**src/rtl/pipe_stage_reg_pkg.sv**
```systemverilog
// Shared definitions for the pipeline inter-stage registers.
//   stage_state_e : occupancy of a stage (EMPTY / ONE / FULL)
//   NOP_INSTR     : instruction word used as a bubble
//   *_DW          : default payload widths of the four CPU stage registers
//   state_holds   : helper, true when a stage holds at least one valid entry
package pipe_pkg;

    typedef enum logic [1:0] {
        ST_EMPTY = 2'd0,  // main_v=0
        ST_ONE   = 2'd1,  // main_v=1, skid_v=0
        ST_FULL  = 2'd2   // main_v=1, skid_v=1
    } stage_state_e;

    localparam logic [31:0] NOP_INSTR = 32'h0;

    localparam int IF_ID_DW  = 64;   // {instr, pc_plus4}
    localparam int ID_EX_DW  = 160;
    localparam int EX_MEM_DW = 112;
    localparam int MEM_WB_DW = 72;

    function automatic logic state_holds(stage_state_e s);
        return (s != ST_EMPTY);
    endfunction

endpackage

```
**src/rtl/pipe_stage_reg_if.sv**
```systemverilog
// Ready/valid stream between pipeline stages.
//   valid : producer has a payload this cycle
//   data  : payload (DW bits)
//   ready : consumer can take it this cycle
// A transfer happens on a rising edge where valid and ready are both 1.
// The producer may not make valid depend on ready.
//   master : producer side (drives valid/data)
//   slave  : consumer side (drives ready)
interface pipe_stage_reg_if #(
    parameter int DW = 64
);
    logic          valid;
    logic [DW-1:0] data;
    logic          ready;

    modport master (output valid, output data, input ready);
    modport slave  (input valid, input data, output ready);
endinterface

```
**src/rtl/pipe_stage_reg_sat_counter.sv**
```systemverilog
// Saturating up-counter used for the stage performance counters.
//   clk     : rising-edge clock
//   reset_n : asynchronous active-low reset (clears count)
//   inc     : count one event this cycle
//   count   : current value, sticks at all-ones
module sat_counter #(
    parameter int CW = 16
) (
    input  logic          clk,
    input  logic          reset_n,
    input  logic          inc,
    output logic [CW-1:0] count
);
    localparam logic [CW-1:0] ONE = 1;

    always_ff @(posedge clk or negedge reset_n) begin
        if (!reset_n) begin
            count <= '0;
        end else if (inc && (count != '1)) begin
            count <= count + ONE;
        end
    end
endmodule

```
**src/rtl/pipe_stage_reg.sv**
```systemverilog
// Inter-stage register for the pipelined CPU with ready/valid flow control.
//   clk, reset_n : clock, asynchronous active-low reset
//   flush        : drop everything held (and anything offered) this cycle
//   stall        : freeze the stage; no handshake completes on either side
//   up (slave)   : upstream stream, up.ready is the stage's in_ready
//   dn (master)  : downstream stream, dn.data is the main register
//   stall_cnt    : cycles a valid entry sat here without being taken
//   flush_cnt    : flushes that killed at least one valid entry
//   state        : current occupancy (EMPTY/ONE/FULL)
// SKID=1 adds a second entry so in_ready depends only on registered state.
module pipe_stage_reg
    import pipe_pkg::*;
#(
    parameter int            DW        = 64,
    parameter logic [DW-1:0] RESET_VAL = '0,
    parameter bit            SKID      = 1'b1,
    parameter int            CW        = 16
) (
    input  logic               clk,
    input  logic               reset_n,
    input  logic               flush,
    input  logic               stall,
    pipe_stage_reg_if.slave    up,
    pipe_stage_reg_if.master   dn,
    output logic [CW-1:0]      stall_cnt,
    output logic [CW-1:0]      flush_cnt,
    output stage_state_e       state
);
    stage_state_e  state_q, state_d;
    logic [DW-1:0] main_d, skid_d;
    logic          main_v, skid_v;
    logic          in_fire, out_fire;
    logic          load_main_in, load_main_skid, load_skid;

    assign main_v = state_holds(state_q);
    assign skid_v = (state_q == ST_FULL);

    assign dn.valid = main_v & ~stall;
    assign dn.data  = main_d;
    assign state    = state_q;

    generate
        if (SKID) begin : g_skid
            // Registered-only ready: no combinational path from dn.ready.
            assign up.ready = ~skid_v & ~stall;
        end else begin : g_single
            assign up.ready = (~main_v | dn.ready) & ~stall;
        end
    endgenerate

    assign in_fire  = up.valid & up.ready;
    assign out_fire = dn.valid & dn.ready;

    always_comb begin
        state_d        = state_q;
        load_main_in   = 1'b0;
        load_main_skid = 1'b0;
        load_skid      = 1'b0;
        if (flush) begin
            // Fires seen during a flush cycle are discarded.
            state_d = ST_EMPTY;
        end else if (!stall) begin
            case (state_q)
                ST_EMPTY: begin
                    if (in_fire) begin
                        state_d      = ST_ONE;
                        load_main_in = 1'b1;
                    end
                end
                ST_ONE: begin
                    if (in_fire && out_fire) begin
                        load_main_in = 1'b1;
                    end else if (in_fire) begin
                        // Only reachable with the skid entry present.
                        if (SKID) begin
                            state_d   = ST_FULL;
                            load_skid = 1'b1;
                        end
                    end else if (out_fire) begin
                        state_d = ST_EMPTY;
                    end
                end
                ST_FULL: begin
                    if (out_fire) begin
                        state_d        = ST_ONE;
                        load_main_skid = 1'b1;
                    end
                end
                default: state_d = ST_EMPTY;
            endcase
        end
    end

    always_ff @(posedge clk or negedge reset_n) begin
        if (!reset_n) begin
            state_q <= ST_EMPTY;
            main_d  <= RESET_VAL;
            skid_d  <= RESET_VAL;
        end else begin
            state_q <= state_d;
            if (flush) begin
                main_d <= RESET_VAL;
                skid_d <= RESET_VAL;
            end else begin
                if (load_main_in) begin
                    main_d <= up.data;
                end else if (load_main_skid) begin
                    main_d <= skid_d;
                end
                if (load_skid) begin
                    skid_d <= up.data;
                end
            end
        end
    end

    sat_counter #(.CW(CW)) u_stall_cnt (
        .clk     (clk),
        .reset_n (reset_n),
        .inc     (main_v & ~flush & (stall | ~dn.ready)),
        .count   (stall_cnt)
    );

    sat_counter #(.CW(CW)) u_flush_cnt (
        .clk     (clk),
        .reset_n (reset_n),
        .inc     (flush & (main_v | skid_v)),
        .count   (flush_cnt)
    );
endmodule

```
**src/flat_wrapper.sv**
```systemverilog
// flat-port wrapper written by rule: the top's interface ports become plain ports
module pipe_stage_reg_flat import pipe_pkg::*;
#(
    parameter int            DW        = 64,
    parameter logic [DW-1:0] RESET_VAL = '0,
    parameter bit            SKID      = 1'b1,
    parameter int            CW        = 16
)
  (clk, reset_n, flush, stall, stall_cnt, flush_cnt, state, up_valid, up_data, up_ready, dn_valid, dn_data, dn_ready);
  pipe_stage_reg_if #(.DW(DW)) up_i ();
  pipe_stage_reg_if #(.DW(DW)) dn_i ();
  input  logic clk;
  input  logic reset_n;
  input  logic flush;
  input  logic stall;
  output logic [CW-1:0] stall_cnt;
  output logic [CW-1:0] flush_cnt;
  output stage_state_e state;
  input wire logic [$bits(up_i.valid)-1:0] up_valid;
  input wire logic [$bits(up_i.data)-1:0] up_data;
  output wire logic [$bits(up_i.ready)-1:0] up_ready;
  output wire logic [$bits(dn_i.valid)-1:0] dn_valid;
  output wire logic [$bits(dn_i.data)-1:0] dn_data;
  input wire logic [$bits(dn_i.ready)-1:0] dn_ready;
  assign up_i.valid = up_valid;
  assign up_i.data = up_data;
  assign up_ready = up_i.ready;
  assign dn_valid = dn_i.valid;
  assign dn_data = dn_i.data;
  assign dn_i.ready = dn_ready;
  pipe_stage_reg #(.DW(DW), .RESET_VAL(RESET_VAL), .SKID(SKID), .CW(CW)) u_core (.clk(clk), .reset_n(reset_n), .flush(flush), .stall(stall), .up(up_i), .dn(dn_i), .stall_cnt(stall_cnt), .flush_cnt(flush_cnt), .state(state));
endmodule
```
**config.mk**
```make
export PLATFORM = sky130hd
export DESIGN_NAME = pipe_stage_reg_flat
export DESIGN_NICKNAME = d
export VERILOG_FILES = /design/src/rtl/pipe_stage_reg_pkg.sv /design/src/rtl/pipe_stage_reg_if.sv /design/src/rtl/pipe_stage_reg_sat_counter.sv /design/src/rtl/pipe_stage_reg.sv /design/src/flat_wrapper.sv
export SDC_FILE = /design/constraint.sdc
export NUM_CORES = 1
export LEC_CHECK = 0
export CELL_PAD_IN_SITES_DETAIL_PLACEMENT = 1
export CELL_PAD_IN_SITES_GLOBAL_PLACEMENT = 2
export CORE_ASPECT_RATIO = 0.6
export CORE_UTILIZATION = 30
export CTS_CLUSTER_DIAMETER = 50
export DETAILED_ROUTE_END_ITERATION = 12
export DONT_BUFFER_PORTS = 1
export PLACE_DENSITY_LB_ADDON = 0.1
export SYNTH_ARGS = -nofsm -noshare
export SYNTH_HDL_FRONTEND = slang
export SYNTH_HIERARCHICAL = 1
export SYNTH_SLANG_ARGS = --single-unit
```
**constraint.sdc**
```tcl
create_clock -name clk -period 2.7 [get_ports clk]
set_clock_uncertainty 0.1 [all_clocks]
set_input_delay 0.54 -clock clk [delete_from_list [all_inputs] [get_ports clk]]
set_output_delay 0.54 -clock clk [all_outputs]
set_load 0.01 [all_outputs]
```
Word level (Yosys, flattened, before mapping)
Index checks and enable logic that the tools add are counted.
{"block": "classes", "addsub": 2, "n_mul": 0, "n_div": 0, "magnitude_cmp": 0, "n_eq_ne": 9, "shift": 0, "n_mux": 26, "bitwise": 13, "n_reduce_logical": 8}
{"operator": "64-bit 2-to-1 mux", "count": 5}
{"operator": "16-bit by 1-bit adder with 16-bit output (second input constant)", "count": 2}
{"operator": "16-bit inequality test (second input constant)", "count": 2}
{"operator": "2-bit 2-to-1 mux", "count": 7}
{"operator": "1-bit 2-to-1 mux", "count": 12}
{"operator": "1-bit bitwise AND", "count": 7}
{"operator": "3-bit inequality test (second input constant)", "count": 2}
{"operator": "2-bit case mux with 3 select lines", "count": 1}
{"operator": "5-bit AND reduction", "count": 1}
{"operator": "4-bit by 2-bit inequality test with 1-bit output (second input constant)", "count": 1}
{"operator": "1-bit inverter", "count": 4}
{"operator": "2-bit nonzero test", "count": 2}
{"operator": "1-bit logical AND", "count": 3}
{"operator": "3-bit by 2-bit inequality test with 1-bit output (second input constant)", "count": 1}
{"operator": "3-bit nonzero test", "count": 1}
{"operator": "2-bit by 1-bit equality test with 1-bit output (second input constant)", "count": 1}
{"operator": "2-bit equality test (second input constant)", "count": 1}
{"operator": "2-bit zero test", "count": 1}
{"operator": "2-bit inequality test (second input constant)", "count": 1}
{"operator": "1-bit bitwise OR", "count": 2}
{"operator": "1-bit case mux with 2 select lines", "count": 1}
{"block": "totals", "reg_bits": 162, "latch_bits": 0, "ramBits": 0, "romBits": 0, "in_bits": 70, "output_inout_bits": 100, "wordCells": 63, "mem_count": 0}

Logic depth before layout (Yosys ltp)
{"block": "logic_depth", "word_depth": 11, "ltp_mapped": 8, "ltp_nobuf": 6}

Cells and area by module
The synthesis kept the hierarchy.
{"module": "pipe_stage_reg", "n_inst": 1, "cells_per_inst": 533, "area_per_inst_um2": 6022.0, "seq_area_each_um2": 3253.1}
{"module": "sat_counter at u_core.u_stall_cnt", "n_inst": 1, "cells_per_inst": 77, "area_per_inst_um2": 884.6, "seq_area_each_um2": 400.4}
{"module": "sat_counter at u_core.u_flush_cnt", "n_inst": 1, "cells_per_inst": 72, "area_per_inst_um2": 859.6, "seq_area_each_um2": 400.4}

Least setup slack after synthesis
Ideal clock, no wire load.
{"block": "synth_timing", "kind": "in2reg", "startpoint": "input port flush", "endpoint": "register u_core.u_stall_cnt.count[15]", "setup_time_ns": 0.125, "arrival_ns": 2.267, "t_required_ns": 2.475, "setup_slack_ns": 0.208, "cell_stages": 7, "path_buffers": 2, "path_cell_list": "clkbuf_1 > buf_1 > nor3_1 > nand4_1 > nor4_4 > nand3_2 > mux2_4"}
{"block": "synth_via", "elab_chain_cells": 4}
{"item": "start, declared", "line_no": "flat_wrapper.sv:14", "text": "input logic flush;"}
{"item": "1-bit inverter", "line_no": "pipe_stage_reg.sv:120", "text": ".inc (main_v & ~flush & (stall | ~dn.ready)),"}
{"item": "1-bit bitwise AND (2 in a row)", "line_no": "pipe_stage_reg.sv:120"}
{"item": "1-bit logical AND", "line_no": "pipe_stage_reg_sat_counter.sv:19", "text": "end else if (inc && (count != '1)) begin"}
{"item": "end signal, assigned", "line_no": "pipe_stage_reg_sat_counter.sv:20", "text": "count <= count + ONE;"}
{"item": "end, declared", "line_no": "pipe_stage_reg_sat_counter.sv:12", "text": "output logic [CW-1:0] count"}
Every way passes these cells.
A chain may end at the register's enable or synchronous reset.

Final worst setup path
{"block": "layout_timing", "startpoint": "register u_core.state_q[0], in the netlist u_core/state[0]", "endpoint": "register u_core.u_flush_cnt.count[14]"}
{"block": "layout_via", "elab_chain_cells": 4, "word_cells_on_any_way": 5, "cone_classes": "eq/ne (1); bitwise (2); reduce/logical (2)"}
{"item": "start, declared", "line_no": "pipe_stage_reg.sv:29", "text": "stage_state_e state_q, state_d;"}
{"item": "start signal, assigned", "line_no": "pipe_stage_reg.sv:100", "text": "state_q <= state_d;"}
{"item": "2-bit equality test or 2-bit nonzero test (tied branches)", "line_no": "pipe_stage_reg.sv:36, pipe_stage_reg_pkg.sv:22"}
{"item": "1-bit bitwise OR *", "line_no": "pipe_stage_reg.sv:127", "text": ".inc (flush & (main_v | skid_v)),"}
{"item": "1-bit bitwise AND *", "line_no": "pipe_stage_reg.sv:127"}
{"item": "1-bit logical AND *", "line_no": "pipe_stage_reg_sat_counter.sv:19"}
{"item": "end signal, assigned", "line_no": "pipe_stage_reg_sat_counter.sv:20"}
{"item": "end, declared", "line_no": "pipe_stage_reg_sat_counter.sv:12"}
Mark *: on every way between the ends. The rest lies on a longest branch, timed or not.

==> results.ini <==
[run_status]
status=complete, but fails checks
violations=negative hold slack

[grt]
grt_pass1_wl_um=39300
first_global_vias=6134
grt-ovfl-total=0
track_usage_pct=19.6
antenna_found_initial=0
grt_max_degree=163

[floorplanning]
dieArea_um2=26600
die_h_um=127
io_pins=170
core.rowCount=45
die_w_um=210
initial_utilization_pct=30.7
core_um2=25300

[sta]
rsz0062_at_grt=false
final.period_utilization_pct=83.6
fin_hold_ws_ns=-0.300
fmax_mhz=443
maxSlewViolCount=0
tns_ns=0
finalHoldViolations=162
setup_viol=0
fin_crit_ns=2.26
slew_headroom_pct=51.0
worst_pin_slew_ns=0.735

[drt]
drtIter0Drc=399
vias=5794
dr.pass1.iters=5
drt-vias-per-instance=5.80
ant_nets=0
drt-wirelength-per-cell_um=25.1
drc=0
totalWireLength_um=25100

[final_layout]
drive_gt1_share_pct=19.9
insertedDiodeCount=0
nFillCells=2732
fin_nets=729
syn_to_final_growth_pct=12.0
final_cells=999

[clocking]
clockBufferDepth=2
cts_root_buf=clkbuf_16
htree_num_levels=4
post-cts-setup-buffers=0
clk_latency_ns=0.44
cts.sinks=162
cts.clk_slew.worst_paths_ns=0.06
cts_tree=done
cts_buffers=17

[power]
seqPwrFrac_pct=48.4
p_switching_mw=1.54
pwr_density_cell_nw_per_um2=672
switching_share_pct=26.3
power.clock.fraction_pct=43.8
leakage_nw=3.51
p_int_mw=4.31
peakVddDrop_uv=287
pwr-share-comb_pct=7.8

[placement]
dp_cells=967
hpwl_um=15400
port_buffers=0
globalplace.congestion=0.763

[synthesis]
avgSynthCellArea_um2=11.4
synth_top_area_share_pct=52.2
synth_commonest_cells=162 x dfrtp_1, 135 x nand2_1, 66 x nor3_1
ys_warn_count=6
netlist_instances=682
synth_seq_area_share_pct=52.2
synth_edf_count=0
synth-main-ff-cell=dfrtp_1
synth_area_um2=7770
synth_area_leaders=dfrtp_1 52%, a311oi_2 12%, a22o_1 7.2%
yosysMostFrequentCell=dfrtp_1
synthesis.nets=754
synth_largest_area_cell=dfrtp_1
async_flop_share_pct=100
ys_ff_latch=162
synth_cell_type_count=51

[setup_path]
critPathArrivalTime_ns=2.47
cp_slowest_cell=dfrtp_1
required_ns=2.91
cpPeakStageDelay_ns=0.54
critPathMaxFanout=8
timing_worst_setup_path_type=reg2reg
worstSetupStartpointType=register
worstPathCellList=nor2_1 -> nor2b_1 -> nand2_1 -> nor4_4 -> nand4_1 -> xnor2_1
endpoint_kind=register

[hold_path]
hp-class=in2async

[flow_run]
cap_violations=0

-- power groups by stage --
stage / Combinational, mW / Clock, mW / Sequential (mW)
after floorplan: 0.373 / 0 / 2.80
after global placement: 0.434 / 0 / 2.87
after detailed placement: 0.452 / 0 / 2.88
after CTS: 0.456 / 2.67 / 2.83
after global routing: 0.495 / 2.75 / 2.85
final: 0.455 / 2.56 / 2.83
-- state kept, by name, indices dropped and copies added (netlist names) --
name / count
u_core/dn.data: 64
u_core/skid_d: 64
u_core/u_flush_cnt/count: 16
u_core/u_stall_cnt/count: 16
u_core/state: 2
-- per-stage QoR --
stage                     area [um^2]  util [%]  hold slack (ns)  setup WS [ns]  power, mW
after floorplan                  7770         -            0.144          0.208       3.17
after global placement           8080      31.9            0.148          0.496       3.31
after detailed placement         8080      31.9            0.147          0.464       3.33
after CTS                        8700      34.3           -0.344          0.467       5.95
after global routing             8700      34.3           -0.340          0.318       6.10
final                            8700      34.3           -0.300          0.443       5.85
-- kinds of logic after synthesis --
group,after synthesis,share of synthesized area [%]
xor+xnor,15,1.69
fa+ha+maj,2,0.322
buf+inv,61,4.01
compound gates,163,22.7
flops,162,52.2
simple gates,275,18.4
mux,4,0.661
-- metal layers --
metal / vias up / share of wire [%] / global-route usage [%]
li1: 2508 / - / -
met1: 3112 / 47 / 27.1
met2: 155 / 44 / 28.1
met3: 19 / 7.9 / 7.92
met4: 0 / 1.1 / 5.50
met5: - / 0 / 0
-- final timing paths --
path / startpoint / slack, ns / end / depth (start not counted)
worst max-delay path: u_core/state[0]$_DFFE_PN0P_ / 0.44 / u_core/u_flush_cnt/count[14]$_DFFE_PN0P_ / 6
worst min-delay path: reset_n / -0.30 / u_core/u_flush_cnt/count[13]$_DFFE_PN0P_ / 0
worst max register to register: u_core/state[0]$_DFFE_PN0P_ / 0.44 / u_core/u_flush_cnt/count[14]$_DFFE_PN0P_ / 6
worst min register to register: u_core/skid_d[55]$_DFFE_PN0P_ / 0.41 / u_core/skid_d[55]$_DFFE_PN0P_ / 1
max in group asynchronous: reset_n / 2.44 / u_core/skid_d[48]$_DFFE_PN0P_ / 0
min in group clk: flush / 0.06 / u_core/dn.data[46]$_DFFE_PN0P_ / 1
-- timing repair --
item                                    CTS  global route
gates resized for setup                   0             0
endpoints found under the hold margin   162           162
endpoints found under the setup margin    0             0
-- worst max-delay path, delay by kind of cell, from the launching register on --
family	cells	cell delay, ns
xor+xnor	1	0.16
flops	1	0.54
simple gates	5	1.34
-- placed cells by master, fill, tap and decap left out, types with 9 or more instances in the layout --
| cell type | instances |
|---|---|
| clkbuf_16 | 17 |
| o21a_1 | 9 |
| a311oi_2 | 60 |
| a21oi_1 | 9 |
| nor3_1 | 66 |
| a22o_1 | 64 |
| xnor2_1 | 11 |
| nand3_1 | 11 |
| dfrtp_1 | 162 |
| nand2_1 | 135 |
| nor2_1 | 11 |
| nand4_1 | 17 |
| buf_4 | 10 |
-- cell type report --
class,count,area [um^2],share of cell area (%)
Multi-Input combinational cell,459,3440,39.5
Sequential cell,162,4050,46.6
Inverter,2,7.51,0.0863
Timing Repair Buffer,15,175,2.01
Tap cell,329,412,4.73
Clock inverter,9,128,1.47
Clock buffer,23,488,5.61
Power figures use the tool's default switching activity.
